--- src/rtl/mmio_gpio_responder_pkg.sv ---
// Shared GPIO register map: offsets, default base address and the address decoder
// used by the responder, the MEM stage address compare and the testbench.
package gpio_pkg;

  localparam logic [31:0] DEFAULT_BASE_ADDR = 32'h0000_0010;

  localparam logic [3:0] OFF_SWITCH   = 4'h0;
  localparam logic [3:0] OFF_LED      = 4'h4;
  localparam logic [3:0] OFF_EDGE     = 4'h8;
  localparam logic [3:0] OFF_IRQ_MASK = 4'hC;

  typedef enum logic [2:0] {
    SEL_SWITCH   = 3'd0,
    SEL_LED      = 3'd1,
    SEL_EDGE     = 3'd2,
    SEL_IRQ_MASK = 3'd3,
    SEL_NONE     = 3'd4
  } reg_sel_e;

  // Full 32-bit compare; base and offsets are word aligned, so a misaligned address never matches.
  function automatic reg_sel_e decode_addr(input logic [31:0] base,
                                           input logic [31:0] addr,
                                           input logic        irq_en);
    reg_sel_e sel;
    sel = SEL_NONE;
    if (addr == base + {28'h000_0000, OFF_SWITCH}) begin
      sel = SEL_SWITCH;
    end else if (addr == base + {28'h000_0000, OFF_LED}) begin
      sel = SEL_LED;
    end else if (addr == base + {28'h000_0000, OFF_EDGE}) begin
      sel = SEL_EDGE;
    end else if (irq_en && (addr == base + {28'h000_0000, OFF_IRQ_MASK})) begin
      sel = SEL_IRQ_MASK;
    end else begin
      sel = SEL_NONE;
    end
    return sel;
  endfunction

endpackage

--- src/rtl/mmio_gpio_responder_if.sv ---
// MEM stage to GPIO responder bus: single-cycle request, registered ack/rdata/err.
interface mmio_gpio_responder_if;

  logic        req;
  logic        we;
  logic [31:0] addr;
  logic [31:0] wdata;
  logic [31:0] rdata;
  logic        ack;
  logic        err;

  modport master (output req, we, addr, wdata, input rdata, ack, err);
  modport slave  (input req, we, addr, wdata, output rdata, ack, err);

endinterface

--- src/rtl/mmio_gpio_responder_sw_debounce.sv ---
// One switch bit: two-flop synchronizer followed by a stability counter.
// rise pulses on the clock where the debounced state is about to go 0 -> 1.
module sw_debounce #(
  parameter int DEBOUNCE_CYCLES = 32'd16,
  parameter int CNT_W           = 32'd16
) (
  input  logic clk,
  input  logic rst,
  input  logic pin,
  output logic stable,
  output logic rise
);

  logic             sync1_r;
  logic             sync2_r;
  logic             stable_r;
  logic [CNT_W-1:0] cnt_r;
  logic             differ_s;
  logic             done_s;

  // Accept state change when the difference has persisted for the full window.
  always_comb begin
    differ_s = sync2_r ^ stable_r;
    done_s   = differ_s && (cnt_r == CNT_W'(DEBOUNCE_CYCLES - 32'd1));
  end

  // Two-flop synchronizer for the asynchronous pin.
  always_ff @(posedge clk or negedge rst) begin
    if (!rst) begin
      sync1_r <= 1'b0;
      sync2_r <= 1'b0;
    end else begin
      sync1_r <= pin;
      sync2_r <= sync1_r;
    end
  end

  // Stability counter and debounced state.
  always_ff @(posedge clk or negedge rst) begin
    if (!rst) begin
      cnt_r    <= {CNT_W{1'b0}};
      stable_r <= 1'b0;
    end else if (!differ_s) begin
      cnt_r <= {CNT_W{1'b0}};
    end else if (done_s) begin
      stable_r <= sync2_r;
      cnt_r    <= {CNT_W{1'b0}};
    end else begin
      cnt_r <= cnt_r + CNT_W'(1'b1);
    end
  end

  assign stable = stable_r;
  assign rise   = done_s & sync2_r;

endmodule

--- src/rtl/mmio_gpio_responder.sv ---
// Memory-mapped GPIO: LED register, debounced switches, sticky W1C edge status.
// Build macro SWITCH_IRQ_EN adds the IRQ_MASK register and a live irq output.
module mmio_gpio_responder
  import gpio_pkg::*;
#(
  parameter logic [31:0] BASE_ADDR       = DEFAULT_BASE_ADDR,
  parameter int          NUM_SW          = 32'd4,
  parameter int          DEBOUNCE_CYCLES = 32'd16,
  parameter int          CNT_W           = 32'd16
) (
  input  logic                       clk,
  input  logic                       rst,
  mmio_gpio_responder_if.slave       bus,
  input  logic [NUM_SW-1:0]          sw_pins,
  output logic [NUM_SW-1:0]          led_pins,
  output logic                       irq
);

`ifdef SWITCH_IRQ_EN
  localparam logic IRQ_EN = 1'b1;
`else
  localparam logic IRQ_EN = 1'b0;
`endif

  logic [NUM_SW-1:0] stable_s;
  logic [NUM_SW-1:0] rise_s;
  logic [NUM_SW-1:0] led_r;
  logic [NUM_SW-1:0] edge_r;
  logic [NUM_SW-1:0] mask_s;
  logic [NUM_SW-1:0] clr_s;
  logic [NUM_SW-1:0] edge_next_s;
  logic [31:0]       rd_data_s;
  logic [31:0]       rdata_r;
  logic              ack_r;
  logic              err_r;
  logic              led_we_s;
  logic              edge_we_s;
  logic              mask_we_s;
  reg_sel_e          sel_s;
  logic              unused_s;

  assign unused_s = &{1'b0, bus.wdata[31:NUM_SW]};

  for (genvar i = 0; i < NUM_SW; i++) begin : g_sw
    sw_debounce #(
      .DEBOUNCE_CYCLES(DEBOUNCE_CYCLES),
      .CNT_W          (CNT_W)
    ) u_db (
      .clk   (clk),
      .rst   (rst),
      .pin   (sw_pins[i]),
      .stable(stable_s[i]),
      .rise  (rise_s[i])
    );
  end

  // Decode, write strobes, edge-status next state and read mux.
  always_comb begin
    sel_s     = decode_addr(BASE_ADDR, bus.addr, IRQ_EN);
    led_we_s  = bus.req && bus.we && (sel_s == SEL_LED);
    edge_we_s = bus.req && bus.we && (sel_s == SEL_EDGE);
    mask_we_s = bus.req && bus.we && (sel_s == SEL_IRQ_MASK);
    clr_s     = edge_we_s ? bus.wdata[NUM_SW-1:0] : {NUM_SW{1'b0}};
    // A rise in the same cycle as a clear keeps the bit set.
    edge_next_s = (edge_r & ~clr_s) | rise_s;
    rd_data_s   = 32'h0000_0000;
    case (sel_s)
      SEL_SWITCH:   rd_data_s = 32'(stable_s);
      SEL_LED:      rd_data_s = 32'(led_r);
      SEL_EDGE:     rd_data_s = 32'(edge_r);
      SEL_IRQ_MASK: rd_data_s = 32'(mask_s);
      default:      rd_data_s = 32'h0000_0000;
    endcase
  end

  // LED and edge-status registers.
  always_ff @(posedge clk or negedge rst) begin
    if (!rst) begin
      led_r  <= {NUM_SW{1'b0}};
      edge_r <= {NUM_SW{1'b0}};
    end else begin
      if (led_we_s) begin
        led_r <= bus.wdata[NUM_SW-1:0];
      end
      edge_r <= edge_next_s;
    end
  end

  // Registered response: one ack per request, data only on good loads.
  always_ff @(posedge clk or negedge rst) begin
    if (!rst) begin
      ack_r   <= 1'b0;
      err_r   <= 1'b0;
      rdata_r <= 32'h0000_0000;
    end else begin
      ack_r   <= bus.req;
      err_r   <= bus.req && (sel_s == SEL_NONE);
      rdata_r <= (bus.req && !bus.we && (sel_s != SEL_NONE)) ? rd_data_s : 32'h0000_0000;
    end
  end

`ifdef SWITCH_IRQ_EN
  logic [NUM_SW-1:0] mask_r;
  logic              irq_r;

  // Interrupt mask and registered interrupt request.
  always_ff @(posedge clk or negedge rst) begin
    if (!rst) begin
      mask_r <= {NUM_SW{1'b0}};
      irq_r  <= 1'b0;
    end else begin
      if (mask_we_s) begin
        mask_r <= bus.wdata[NUM_SW-1:0];
      end
      irq_r <= |(edge_r & mask_r);
    end
  end

  assign mask_s = mask_r;
  assign irq    = irq_r;
`else
  logic unused_mask_s;
  assign unused_mask_s = mask_we_s;
  assign mask_s        = {NUM_SW{1'b0}};
  assign irq           = 1'b0;
`endif

  assign bus.ack   = ack_r;
  assign bus.err   = err_r;
  assign bus.rdata = rdata_r;
  assign led_pins  = led_r;

endmodule
--- src/flat_wrapper.sv ---
// flat-port wrapper written by rule: the top's interface ports become plain ports
module mmio_gpio_responder_flat import gpio_pkg::*;
#(
  parameter logic [31:0] BASE_ADDR       = DEFAULT_BASE_ADDR,
  parameter int          NUM_SW          = 32'd4,
  parameter int          DEBOUNCE_CYCLES = 32'd16,
  parameter int          CNT_W           = 32'd16
)
  (clk, rst, sw_pins, led_pins, irq, bus_req, bus_we, bus_addr, bus_wdata, bus_rdata, bus_ack, bus_err);
  mmio_gpio_responder_if bus_i ();
  input  logic clk;
  input  logic rst;
  input  logic [NUM_SW-1:0] sw_pins;
  output logic [NUM_SW-1:0] led_pins;
  output logic irq;
  input wire logic [$bits(bus_i.req)-1:0] bus_req;
  input wire logic [$bits(bus_i.we)-1:0] bus_we;
  input wire logic [$bits(bus_i.addr)-1:0] bus_addr;
  input wire logic [$bits(bus_i.wdata)-1:0] bus_wdata;
  output wire logic [$bits(bus_i.rdata)-1:0] bus_rdata;
  output wire logic [$bits(bus_i.ack)-1:0] bus_ack;
  output wire logic [$bits(bus_i.err)-1:0] bus_err;
  assign bus_i.req = bus_req;
  assign bus_i.we = bus_we;
  assign bus_i.addr = bus_addr;
  assign bus_i.wdata = bus_wdata;
  assign bus_rdata = bus_i.rdata;
  assign bus_ack = bus_i.ack;
  assign bus_err = bus_i.err;
  mmio_gpio_responder #(.BASE_ADDR(BASE_ADDR), .NUM_SW(NUM_SW), .DEBOUNCE_CYCLES(DEBOUNCE_CYCLES), .CNT_W(CNT_W)) u_core (.clk(clk), .rst(rst), .bus(bus_i), .sw_pins(sw_pins), .led_pins(led_pins), .irq(irq));
endmodule
--- config.mk ---
export PLATFORM = sky130hd
export DESIGN_NAME = mmio_gpio_responder_flat
export DESIGN_NICKNAME = d
export VERILOG_FILES = /design/src/rtl/mmio_gpio_responder_pkg.sv /design/src/rtl/mmio_gpio_responder_if.sv /design/src/rtl/mmio_gpio_responder_sw_debounce.sv /design/src/rtl/mmio_gpio_responder.sv /design/src/flat_wrapper.sv
export SDC_FILE = /design/constraint.sdc
export NUM_CORES = 1
export LEC_CHECK = 0
export CELL_PAD_IN_SITES_DETAIL_PLACEMENT = 2
export CELL_PAD_IN_SITES_GLOBAL_PLACEMENT = 2
export CORE_ASPECT_RATIO = 0.5
export CORE_MARGIN = 5
export CORE_UTILIZATION = 33
export CTS_CLUSTER_SIZE = 30
export DETAILED_ROUTE_END_ITERATION = 6
export HOLD_SLACK_MARGIN = 0.05
export PLACE_DENSITY = 0.84
export SLEW_MARGIN = 30
export SYNTH_ARGS = -nofsm -noshare
export SYNTH_HDL_FRONTEND = slang
export SYNTH_SLANG_ARGS = --single-unit
--- constraint.sdc ---
create_clock -name clk -period 3.6 [get_ports clk]
set_input_delay 0.9 -clock clk [delete_from_list [all_inputs] [get_ports clk]]
set_output_delay 0.9 -clock clk [all_outputs]
set_load 0.01 [all_outputs]
Yosys cells after proc, flatten, opt, wreduce, memory -nomap -nowiden. Cells that the tools add are included.

Bits in registers: 118. Bits of input ports: 72. Output and inout bits: 39.

$add $sub $neg: 4. Equal/unequal tests: 11. Muxes and demuxes: 14. Bitwise logic cells: 11. Reductions and logical operators: 16.

Operators with widths (number): two-way mux 16 bit (8); == test 32 x 5 -> 1 bit, second input constant (3); adder 16 x 1 -> 16 bit, second input constant (4); == test 16 x 4 -> 1 bit, second input constant (4); one-hot mux 4 bit (3 select lines) (1); logical AND 1 bit (10); two-way mux 3 bit (3); two-way mux 4 bit (2); AND reduction 2 bit (4); bitwise AND 1 bit (4); bitwise AND 4 bit (1); inverter 4 bit (1); OR 4 bit (1); XOR 1 bit (4); == test 3 x 1 -> 1 bit, second input constant (1); == test 3 x 2 -> 1 bit, second input constant (1); == test 3 bit, second input constant (1); logical NOT 3 bit (1); != test 3 bit, second input constant (1); logical NOT 1 bit (1).

Depth between registers and ports, before layout. Gate-level depths: netlist of the first run.

Depth in word-level cells: 10. Gate-level depth with buffers: 6. Mapped depth without buffers: 5.

By module. Synthesis of the first run repeated with hierarchy kept, for this count alone.

Cells, all modules: 435. Area, all modules: 4513.1 sq um.

Modules (own cells, without submodules): sw_debounce (instances 4, cells each 84, area each 892.1 sq um); mmio_gpio_responder (instances 1, cells each 99, area each 944.7 sq um).

Worst setup path before layout of the first run. No wires, ideal clock.

Kind: in2reg. From: input port bus_addr[28]. To: register u_core.led_r[0] (netlist: u_core.led_pins[0]). Library setup time: 125 ps. Arrival time: 2310 ps. Setup slack: 1165 ps. Stages on the path: 5. Buffers on the path: 1. Cell sequence: nor4_2 -> nand4_2 -> or4_4 -> buf_6 -> mux2_4.

Cells in the longest elaborated chain, start to end: 6.

Ends and longest elaborated chain: start: declaration (RTL line flat_wrapper.sv:18) `input wire logic [$bits(bus_i.addr)-1:0] bus_addr;`; == test 32 x 5 -> 1 bit (RTL line mmio_gpio_responder_pkg.sv:30) `end else if (addr == base + {28'h000_0000, OFF_EDGE}) begin`; two-way mux 3 bit (RTL line mmio_gpio_responder_pkg.sv:30); two-way mux 3 bit (RTL line mmio_gpio_responder_pkg.sv:28) `end else if (addr == base + {28'h000_0000, OFF_LED}) begin`; two-way mux 3 bit * (RTL line mmio_gpio_responder_pkg.sv:26) `if (addr == base + {28'h000_0000, OFF_SWITCH}) begin`; == test 3 x 1 -> 1 bit * (RTL line mmio_gpio_responder.sv:60) `led_we_s = bus.req && bus.we && (sel_s == SEL_LED);`; logical AND 1 bit * (RTL line mmio_gpio_responder.sv:60); end signal: assignment (RTL line mmio_gpio_responder.sv:79) `led_r <= {NUM_SW{1'b0}};`; end signal: assignment (RTL line mmio_gpio_responder.sv:83) `led_r <= bus.wdata[NUM_SW-1:0];`; end: declaration (RTL line mmio_gpio_responder.sv:27) `logic [NUM_SW-1:0] led_r;`.

Mark *: on every way between the ends. The rest lies on a longest branch, timed or not. A chain may end at the register's enable or synchronous reset.

Worst setup path in the final report of the first run.
From: input port bus_addr[21]. To: register u_core.led_r[2] (netlist: u_core.led_pins[2]).

Same word-level chain as after synthesis.

==> results of run 1 <==
## metrics by stage
stage               util (%)  total power [µW]  instance area [µm²]
finish                  40.1              2070                 5410
global route            40.1              2160                 5410
CTS                     40.1              2100                 5410
detailed placement      38.1              1210                 5140
global placement        38.1              1200                 5140
floorplan                  -              1140                 4620
## routing by layer
layer	track usage [%]	vias to the layer above	share of wire (%)
met4	3.57	0	1.2
met1	19.6	1829	44
met3	3.26	15	2.4
met5	0	-	0
met2	31.0	55	52
li1	-	1658	-
## cell usage after synthesis, types with 4 or more instances
master    n
xor2_1   14
nand4_1  15
buf_4    29
xnor2_1  26
mux2i_1   4
nor2_1   57
nor4_1   21
dfrtp_1  90
nor3_1    7
and3_1    4
or3_1    19
inv_1    15
nand3_1  24
mux2_4    4
ha_1      4
nand2_1  26
o21ai_0  12
o31ai_1   6
or4_1    11
a21oi_1  24
## worst paths after layout
kind / startpoint / endpoint / slack [ns] / depth (start not counted)
max: bus_addr[21] / u_core.led_pins[2]$_DFFE_PN0P_ / 0.94 / 5
min: u_core.g_sw[1].u_db.sync1_r$_DFF_PN0_ / u_core.g_sw[1].u_db.sync2_r$_DFF_PN0_ / 0.35 / 0
max reg2reg: u_core.g_sw[3].u_db.cnt_r[13]$_DFF_PN0_ / u_core.g_sw[3].u_db.cnt_r[6]$_DFF_PN0_ / 1.41 / 4
min reg2reg: u_core.g_sw[1].u_db.sync1_r$_DFF_PN0_ / u_core.g_sw[1].u_db.sync2_r$_DFF_PN0_ / 0.35 / 0
max in group asynchronous: rst / u_core.g_sw[2].u_db.cnt_r[0]$_DFF_PN0_ / 2.21 / 2
min in group asynchronous: rst / u_core.g_sw[3].u_db.cnt_r[13]$_DFF_PN0_ / 0.57 / 1
## sequential cells by signal (all words and copies together), names as in the netlist, 4 cells and up
signal                    flops
u_core.bus.rdata              4
u_core.g_sw.u_db.sync2_r      4
u_core.led_pins               4
u_core.edge_r                 4
u_core.g_sw.u_db.cnt_r       64
u_core.g_sw.u_db.sync1_r      4
u_core.g_sw.u_db.stable       4
## cells by family (layout without fill, tap and decap cells)
kind of cell / after synthesis / in the layout / share of synthesized area (%)
xor+xnor: 40 / 40 / 7.75
simple gates: 202 / 202 / 24.2
fa+ha+maj: 4 / 4 / 1.11
compound gates: 53 / 53 / 7.14
mux: 11 / 11 / 2.96
flops: 90 / 90 / 49.8
buf+inv: 52 / 87 / 6.95
other cells: 1 / 29 / 0.0830
## cell type report
class                   instances  share of cell area [%]
clock buffers                  11                    4.49
clock inverters                 5                   0.555
inverters                      15                    1.04
multi-input cells             339                    38.0
flip-flops and latches         90                    41.6
well taps                     176                    4.07
repair buffers                 56                    10.2
## critical path: stages
cell and delay (ns):
clkdlybuf4s50_1 0.43, nor4_1 0.40, nand4_1 0.22, or4_4 0.60
mux2_4 0.33
## power by group
| group | total [µW] | switching, µW | internal (µW) |
|---|---|---|---|
| Combinational | 145 | 81.2 | 63.3 |
| Sequential | 1040 | 14.7 | 1030 |
| Clock | 885 | 402 | 484 |
| Total | 2070 | 497 | 1570 |
==> results.toml, run 1 <==
[floorplan]
die_x_um = 176
coreArea_um2 = 13500
die_area_um2 = 16300
std_cell_rows = 30
io_pins = 111
start_util_pct = 33.5
die_y_um = 92.8

[clocking]
cts_resized = 0
holdBufCountCts = 0
cts_tree = "yes"
clk-insertion-delay-late_ns = 0.34
root_buffer = "clkbuf_16"
clk_pin_slew_worst_paths_ns = 0.06
clockBufferDepth = 2
clock-sinks = 90
cts-buffers-inserted = 9
post-cts-setup-buffers = 0
h-tree-depth = 3

[pwr]
ir_worst_vdd_mv = 0.169
leakage_uw = 0.00224
power.density_nw_per_um2 = 383

[logic_synthesis]
synthTopCellsByArea = "dfrtp_1, xnor2_1, buf_4, nor2_1, nor4_1"
yosysWarningCount = 0
syn_avg_cell_area_um2 = 9.98
syn_area_um2 = 4520
async_flop_share_pct = 100
synth_cells = 453
synth_seq_area_share_pct = 49.8
ys_seq_elements = 90
synth_ff_type = "dfrtp_1"
synth_cell_types = 46
synth_edf_count = 0
yosys.area.top_type = "dfrtp_1"
synth_top_area_share_pct = 49.8

[detailed_routing]
drc = 0
routed_via_density = 5.14
ant_nets = 0
drt_iter0_drc = 151
drt_wl_total_um = 12700
post_drt_wl_per_cell_um = 18.4
drtPass1Iterations = 4
vias = 3557

[sta]
worst_pin_slew_ns = 0.686
slew-limit-headroom_pct = 54.2
clock.fmax_mhz = 376
final.setup.tns_ns = 0
post-route-min-period_ns = 2.66
clock_skew_ns = 0.00778
layout_setup_ws_ns = 0.943
rsz0062_at_grt = "false"
setup-violations-final = 0
slew_viol_final = 0
fin_hold_ws_ns = 0.354
period_share_pct = 73.8
hold_violations = 0

[layout]
mostFrequentLayoutCells = "dfrtp_1, nor2_1, clkdlybuf4s50_1, conb_1"
n_fill_cell = 1444
layout_commonest_cell = "dfrtp_1"
area_growth_pct = 19.7
multiInputGateArea_um2 = 2060
antenna-diode-count = 0
register_area_um2 = 2250
drive_above_1_share_pct = 7.36
nets = 587
layoutNonFillerInstCount = 692

[place]
port_buffers = 53
hpwl_um = 9110
place_inst = 676
place.gp.congestion = 0.752
pre_cts_ws_ns = 0.571

[setup_path]
crit_fanout = 4
crit_path_end_kind = "flip-flop"
critical_path.startpoint_type = "primary input"
required_ns = 3.83
critical_path_class = "in2reg"
crit_arrival_ns = 2.88

[job]
drv_cap = 0

[grt]
grt-ovfl-total = 0
grt_first_pass_wirelength_um = 21500
grt_pass1_vias = 4168
grt_usage_pct = 16.5
grt_max_degree = 48
antenna_found_initial = 0

[run_status]
status = "completed"

[worst_hold_path]
hold_path.class = "reg2reg"
(Power assumes the default switching activity.)
==> run 2, diff against run 1 <==
--- a/config.mk
+++ b/config.mk
@@ -9,11 +9,11 @@
 export CELL_PAD_IN_SITES_GLOBAL_PLACEMENT = 2
 export CORE_ASPECT_RATIO = 0.5
 export CORE_MARGIN = 5
-export CORE_UTILIZATION = 33
+export CORE_UTILIZATION = 27
 export CTS_CLUSTER_SIZE = 30
 export DETAILED_ROUTE_END_ITERATION = 6
 export HOLD_SLACK_MARGIN = 0.05
-export PLACE_DENSITY = 0.84
+export PLACE_DENSITY = 0.73
 export SLEW_MARGIN = 30
 export SYNTH_ARGS = -nofsm -noshare
 export SYNTH_HDL_FRONTEND = slang
==> constraint.sdc (replaced) <==
create_clock -name clk -period 2.2 [get_ports clk]
set_input_delay 0.55 -clock clk [delete_from_list [all_inputs] [get_ports clk]]
set_output_delay 0.55 -clock clk [all_outputs]
set_load 0.01 [all_outputs]
==> run 2 against run 1 <==
Net effect:
- the run now ends with negative setup slack left
- total power increased by 63%
- first-iteration DRC count down 15%
- via count is essentially flat
- critical path type unchanged
- critical endpoint is now u_core.led_pins[3]$_DFFE_PN0P_
==> results.toml, run 2 (synthesis results as in run 1) <==
[run_status]
status = "finished with violations"
violations = "negative setup slack"

[clocking]
h-tree-depth = 3
clk-insertion-delay-late_ns = 0.34
cts_tree = "yes"
holdBufCountCts = 0
clock-sinks = 90
cts-buffers-inserted = 9
root_buffer = "clkbuf_16"
clockBufferDepth = 2
clk_pin_slew_worst_paths_ns = 0.06

[setup_path]
slowest_stage = "or4_4"
crit_fanout = 4
worstPathCellList = "clkdlybuf4s50_1 > nor4_2 > buf_4 > nand4_1 > or4_4 > mux2_4"
required_ns = 2.42
critical_path_class = "in2reg"
crit_arrival_ns = 2.42
slowest_delay_ns = 0.63
critical_path.startpoint_type = "primary input"
rr_worst_depth = 5
crit_path_end_kind = "flip-flop"

[layout]
layoutNonFillerInstCount = 756
nets = 602
layout_commonest_cell = "dfrtp_1"
antenna-diode-count = 0
fin_area_um2 = 5680
largest_register = "u_core.g_sw.u_db.cnt_r"
drive_above_1_share_pct = 10.2
area_growth_pct = 25.7
mostFrequentLayoutCells = "dfrtp_1, nor2_1, clkdlybuf4s50_1, conb_1"
largest_register_ffs = 64

[sta]
clock_skew_ns = 0.00856
hold_violations = 0
period_share_pct = 100
clock.fmax_mhz = 454
slew_viol_final = 0
post-route-min-period_ns = 2.20
layout_setup_ws_ns = -0.00499
setup-violations-final = 3
fin_hold_ws_ns = 0.0937

[grt]
grt_first_pass_wirelength_um = 20700
grtUsageMet3_pct = 2.58
busiest_layer = "met2"
grt_max_degree = 40
antenna_found_initial = 0
grt_usage_pct = 13.1
grt_pass1_vias = 4053
grt-ovfl-total = 0
met2_usage_pct = 25.0
grt_use_met1_pct = 15.5

[detailed_routing]
vias = 3559
routed_via_density = 4.71
drtPass1Iterations = 6
drt_wl_total_um = 12500
post_drt_wl_per_cell_um = 16.6
drc = 0
ant_nets = 0
drt_iter0_drc = 129

[place]
pre_cts_ws_ns = -0.407
place_inst = 740
postPlaceCellArea_um2 = 5320
hpwl_um = 9020
place.gp.congestion = 0.723
port_buffers = 53

[floorplan]
die_y_um = 101
die_x_um = 193
coreArea_um2 = 16400
std_cell_rows = 33
start_util_pct = 27.6
die_area_um2 = 19600
io_pins = 111

[worst_hold_path]
hold_path.class = "in2async"

[pwr]
power.density_nw_per_um2 = 594
power_uw = 3380
leakage_uw = 0.00246
ir_worst_vdd_mv = 0.379

[job]
drv_cap = 0
## run 2: power by group
group,switching [µW],internal [µW]
clock network,629,781
registers,23.2,1680
logic,142,120
total,794,2580
## run 2: final cells by class
| type | count | area (µm²) |
|---|---|---|
| inverter | 15 | 56.3 |
| sequential | 90 | 2250 |
| fill | 1767 | 10700 |
| clock buffer | 11 | 243 |
| clock inverter | 3 | 17.5 |
| multi-input combinational | 339 | 2100 |
| timing repair buffer | 71 | 726 |
| tap | 227 | 284 |
## run 2: through the flow
step / setup TNS (ns) / utilization [%]
finish: -0.00906 / 34.7
global placement: -3.12 / 32.5
CTS: 0 / 34.1
global route: -0.237 / 34.7
floorplan: 0 / -
detailed placement: -3.64 / 32.5
## run 2: critical path, delay by kind of cell
family	cells	cell delay (ns)
buffers and inverters	2	0.58
and+or+nand+nor	3	0.98
muxes	1	0.32
## run 2: path summary, 6_finish.rpt
path,start,slack [ns],end
max in group asynchronous,rst,1.58,u_core.g_sw[1].u_db.cnt_r[5]$_DFF_PN0_
worst min register to register,u_core.g_sw[3].u_db.sync1_r$_DFF_PN0_,0.35,u_core.g_sw[3].u_db.sync2_r$_DFF_PN0_
worst max-delay path,bus_addr[20],-0.005,u_core.led_pins[3]$_DFFE_PN0P_
worst max register to register,u_core.g_sw[3].u_db.cnt_r[13]$_DFF_PN0_,0.26,u_core.g_sw[3].u_db.cnt_r[15]$_DFF_PN0_
min in group clk,u_core.g_sw[3].u_db.sync1_r$_DFF_PN0_,0.35,u_core.g_sw[3].u_db.sync2_r$_DFF_PN0_
worst min-delay path,rst,0.09,u_core.g_sw[3].u_db.cnt_r[2]$_DFF_PN0_
## run 2: timing repair
| item | in CTS | in global routing |
|---|---|---|
| pin swaps | 0 | 10 |
| resized for setup | 1 | 20 |
| buffers inserted | 0 | 2 |
| setup endpoints to repair | 4 | 5 |
## run 2: per-layer routing
layer / wire length [µm] / part of all wire [%] / vias to the layer above
met4: 131 / 1.0 / 0
li1: - / - / 1693
met5: 0 / 0 / -
met1: 5450 / 44 / 1809
met3: 268 / 2.1 / 12
met2: 6670 / 53 / 45
==> run 3, diff against run 2 <==
--- a/config.mk
+++ b/config.mk
@@ -9,9 +9,10 @@
 export CELL_PAD_IN_SITES_GLOBAL_PLACEMENT = 2
 export CORE_ASPECT_RATIO = 0.5
 export CORE_MARGIN = 5
-export CORE_UTILIZATION = 27
+export CORE_UTILIZATION = 35
 export CTS_CLUSTER_SIZE = 30
 export DETAILED_ROUTE_END_ITERATION = 6
+export DONT_BUFFER_PORTS = 1
 export HOLD_SLACK_MARGIN = 0.05
 export PLACE_DENSITY = 0.73
 export SLEW_MARGIN = 30
==> run 3 against run 2 <==
Net effect:
- the flow finishes with violations (negative hold slack)
- sequential power is essentially flat
- largest power group unchanged
- combinational power shrank 60%
- sequential share of layout area grew 5.8 points
- first-iteration DRC count grew 12%
==> results.toml, run 3 (synthesis results as in run 1) <==
[worst_hold_path]
hold_path.class = "in2async"

[layout]
drive_above_1_share_pct = 8.37
fin_area_um2 = 4950
multiInputGateArea_um2 = 2060
mostFrequentLayoutCells = "dfrtp_1, nor2_1, conb_1, nand2_1, xnor2_1"
layout_commonest_cell = "dfrtp_1"
nets = 538
postLayoutCoreUtil_pct = 39.1
n_fill_cell = 1367
antenna-diode-count = 0
largest_register = "u_core.g_sw.u_db.cnt_r"
largest_register_ffs = 64
area_growth_pct = 9.58
register_area_um2 = 2250

[sta]
clock_skew_ns = 0.00969
hold_violations = 90
post-route-min-period_ns = 1.95
final.setup.tns_ns = 0
period_share_pct = 88.7
slew_viol_final = 0
setup-violations-final = 0
layout_setup_ws_ns = 0.249
clock.fmax_mhz = 513
fin_hold_ws_ns = -0.0975
rsz0062_at_grt = "false"

[setup_path]
reg2reg_slack_ns = 0.25
crit_arrival_ns = 2.16
crit_path_end_kind = "flip-flop"
crit_fanout = 7
critical_path_class = "reg2reg"
required_ns = 2.41
critical_path.startpoint_type = "flip-flop"

[detailed_routing]
vias = 3327
post_drt_wl_per_cell_um = 17.3
drc = 0
drt_iter0_drc = 145
ant_nets = 0
drtPass1Iterations = 4
drt_wl_total_um = 11000
routed_via_density = 5.23

[place]
postPlaceCellArea_um2 = 4630
port_buffers = 0
place.gp.congestion = 0.718
pre_cts_ws_ns = 0.0600
hpwl_um = 7700

[clocking]
clockBufferDepth = 2
clk_pin_slew_worst_paths_ns = 0.06
h-tree-depth = 3
clock-sinks = 90
cts_tree = "yes"
root_buffer = "clkbuf_16"
post-cts-setup-buffers = 0
clk-insertion-delay-late_ns = 0.34
cts-buffers-inserted = 9
cts_resized = 0

[floorplan]
io_pins = 111
die_x_um = 171
start_util_pct = 35.7
coreArea_um2 = 12700
die_area_um2 = 15400
die_y_um = 90.4
std_cell_rows = 29

[pwr]
leakage_uw = 0.00208
ir_worst_vdd_mv = 0.307
power.density_nw_per_um2 = 702

[grt]
grt_usage_pct = 14.8
grt_pass1_vias = 3792
grt_first_pass_wirelength_um = 18800
grt-ovfl-total = 0
antenna_found_initial = 0
grt_max_degree = 91

[job]
drv_cap = 0

[run_status]
violations = "negative hold slack"
status = "finished with violations"
run 3: cell count changes in the layout (fill, tap and decap cells not counted), sizes merged:
cell / change
clkdlybuf4s50: -37
dlymetal6s2s: -15
buf: -12
bufinv: +2
clkbuf: +2
clkinv: -2
clkinvlp: -1
run 3: worst paths after layout:
kind / startpoint / end / depth (start not counted)
max: u_core.g_sw[2].u_db.cnt_r[7]$_DFF_PN0_ / u_core.g_sw[2].u_db.stable$_DFFE_PN0P_ / 4
min: rst / u_core.g_sw[3].u_db.cnt_r[7]$_DFF_PN0_ / 0
max reg2reg: u_core.g_sw[2].u_db.cnt_r[7]$_DFF_PN0_ / u_core.g_sw[2].u_db.stable$_DFFE_PN0P_ / 4
min reg2reg: u_core.g_sw[1].u_db.sync1_r$_DFF_PN0_ / u_core.g_sw[1].u_db.sync2_r$_DFF_PN0_ / 0
max in group asynchronous: rst / u_core.g_sw[0].u_db.cnt_r[12]$_DFF_PN0_ / 0
min in group clk: sw_pins[1] / u_core.g_sw[1].u_db.sync1_r$_DFF_PN0_ / 0
run 3: per-stage QoR:
| step | total power, µW | hold slack [ns] | cells |
|---|---|---|---|
| after floorplan | 1860 | 0.254 | 481 |
| after global placement | 1840 | 0.256 | 621 |
| after detailed placement | 1840 | 0.256 | 621 |
| after CTS | 3530 | -0.109 | 636 |
| after global routing | 3620 | -0.114 | 636 |
| final | 3480 | -0.0975 | 636 |
run 3: per-layer routing:
| layer | GRT usage (%) | wire, µm | vias up |
|---|---|---|---|
| met5 | 0 | 0 | - |
| met4 | 3.39 | 99 | 0 |
| met3 | 2.89 | 278 | 11 |
| met2 | 25.3 | 5540 | 52 |
| met1 | 19.3 | 5060 | 1696 |
| li1 | - | - | 1568 |
run 3: report_power, final:
| part | leakage [µW] | internal, µW | switching (µW) | total [µW] |
|---|---|---|---|---|
| logic | 0.000700 | 35.4 | 69.6 | 105 |
| registers | 0.00122 | 1680 | 24.7 | 1710 |
| clock network | 0.000156 | 1050 | 611 | 1660 |
run 3: area by class of cell:
| type | instances | area share (%) |
|---|---|---|
| Clock buffer | 13 | 5.26 |
| Clock inverter | 2 | 1.21 |
| Inverter | 15 | 1.14 |
| Multi-Input combinational cell | 339 | 41.6 |
| Sequential cell | 90 | 45.5 |
| Tap cell | 170 | 4.30 |
| Timing Repair Buffer | 7 | 1.06 |
run 3: worst max-delay path, cell delays in order (launching register included):
cell,delay (ns)
dfrtp_1,0.46
nor4_1,0.34
nand2_1,0.16
nor4_1,0.47
mux2_2,0.39
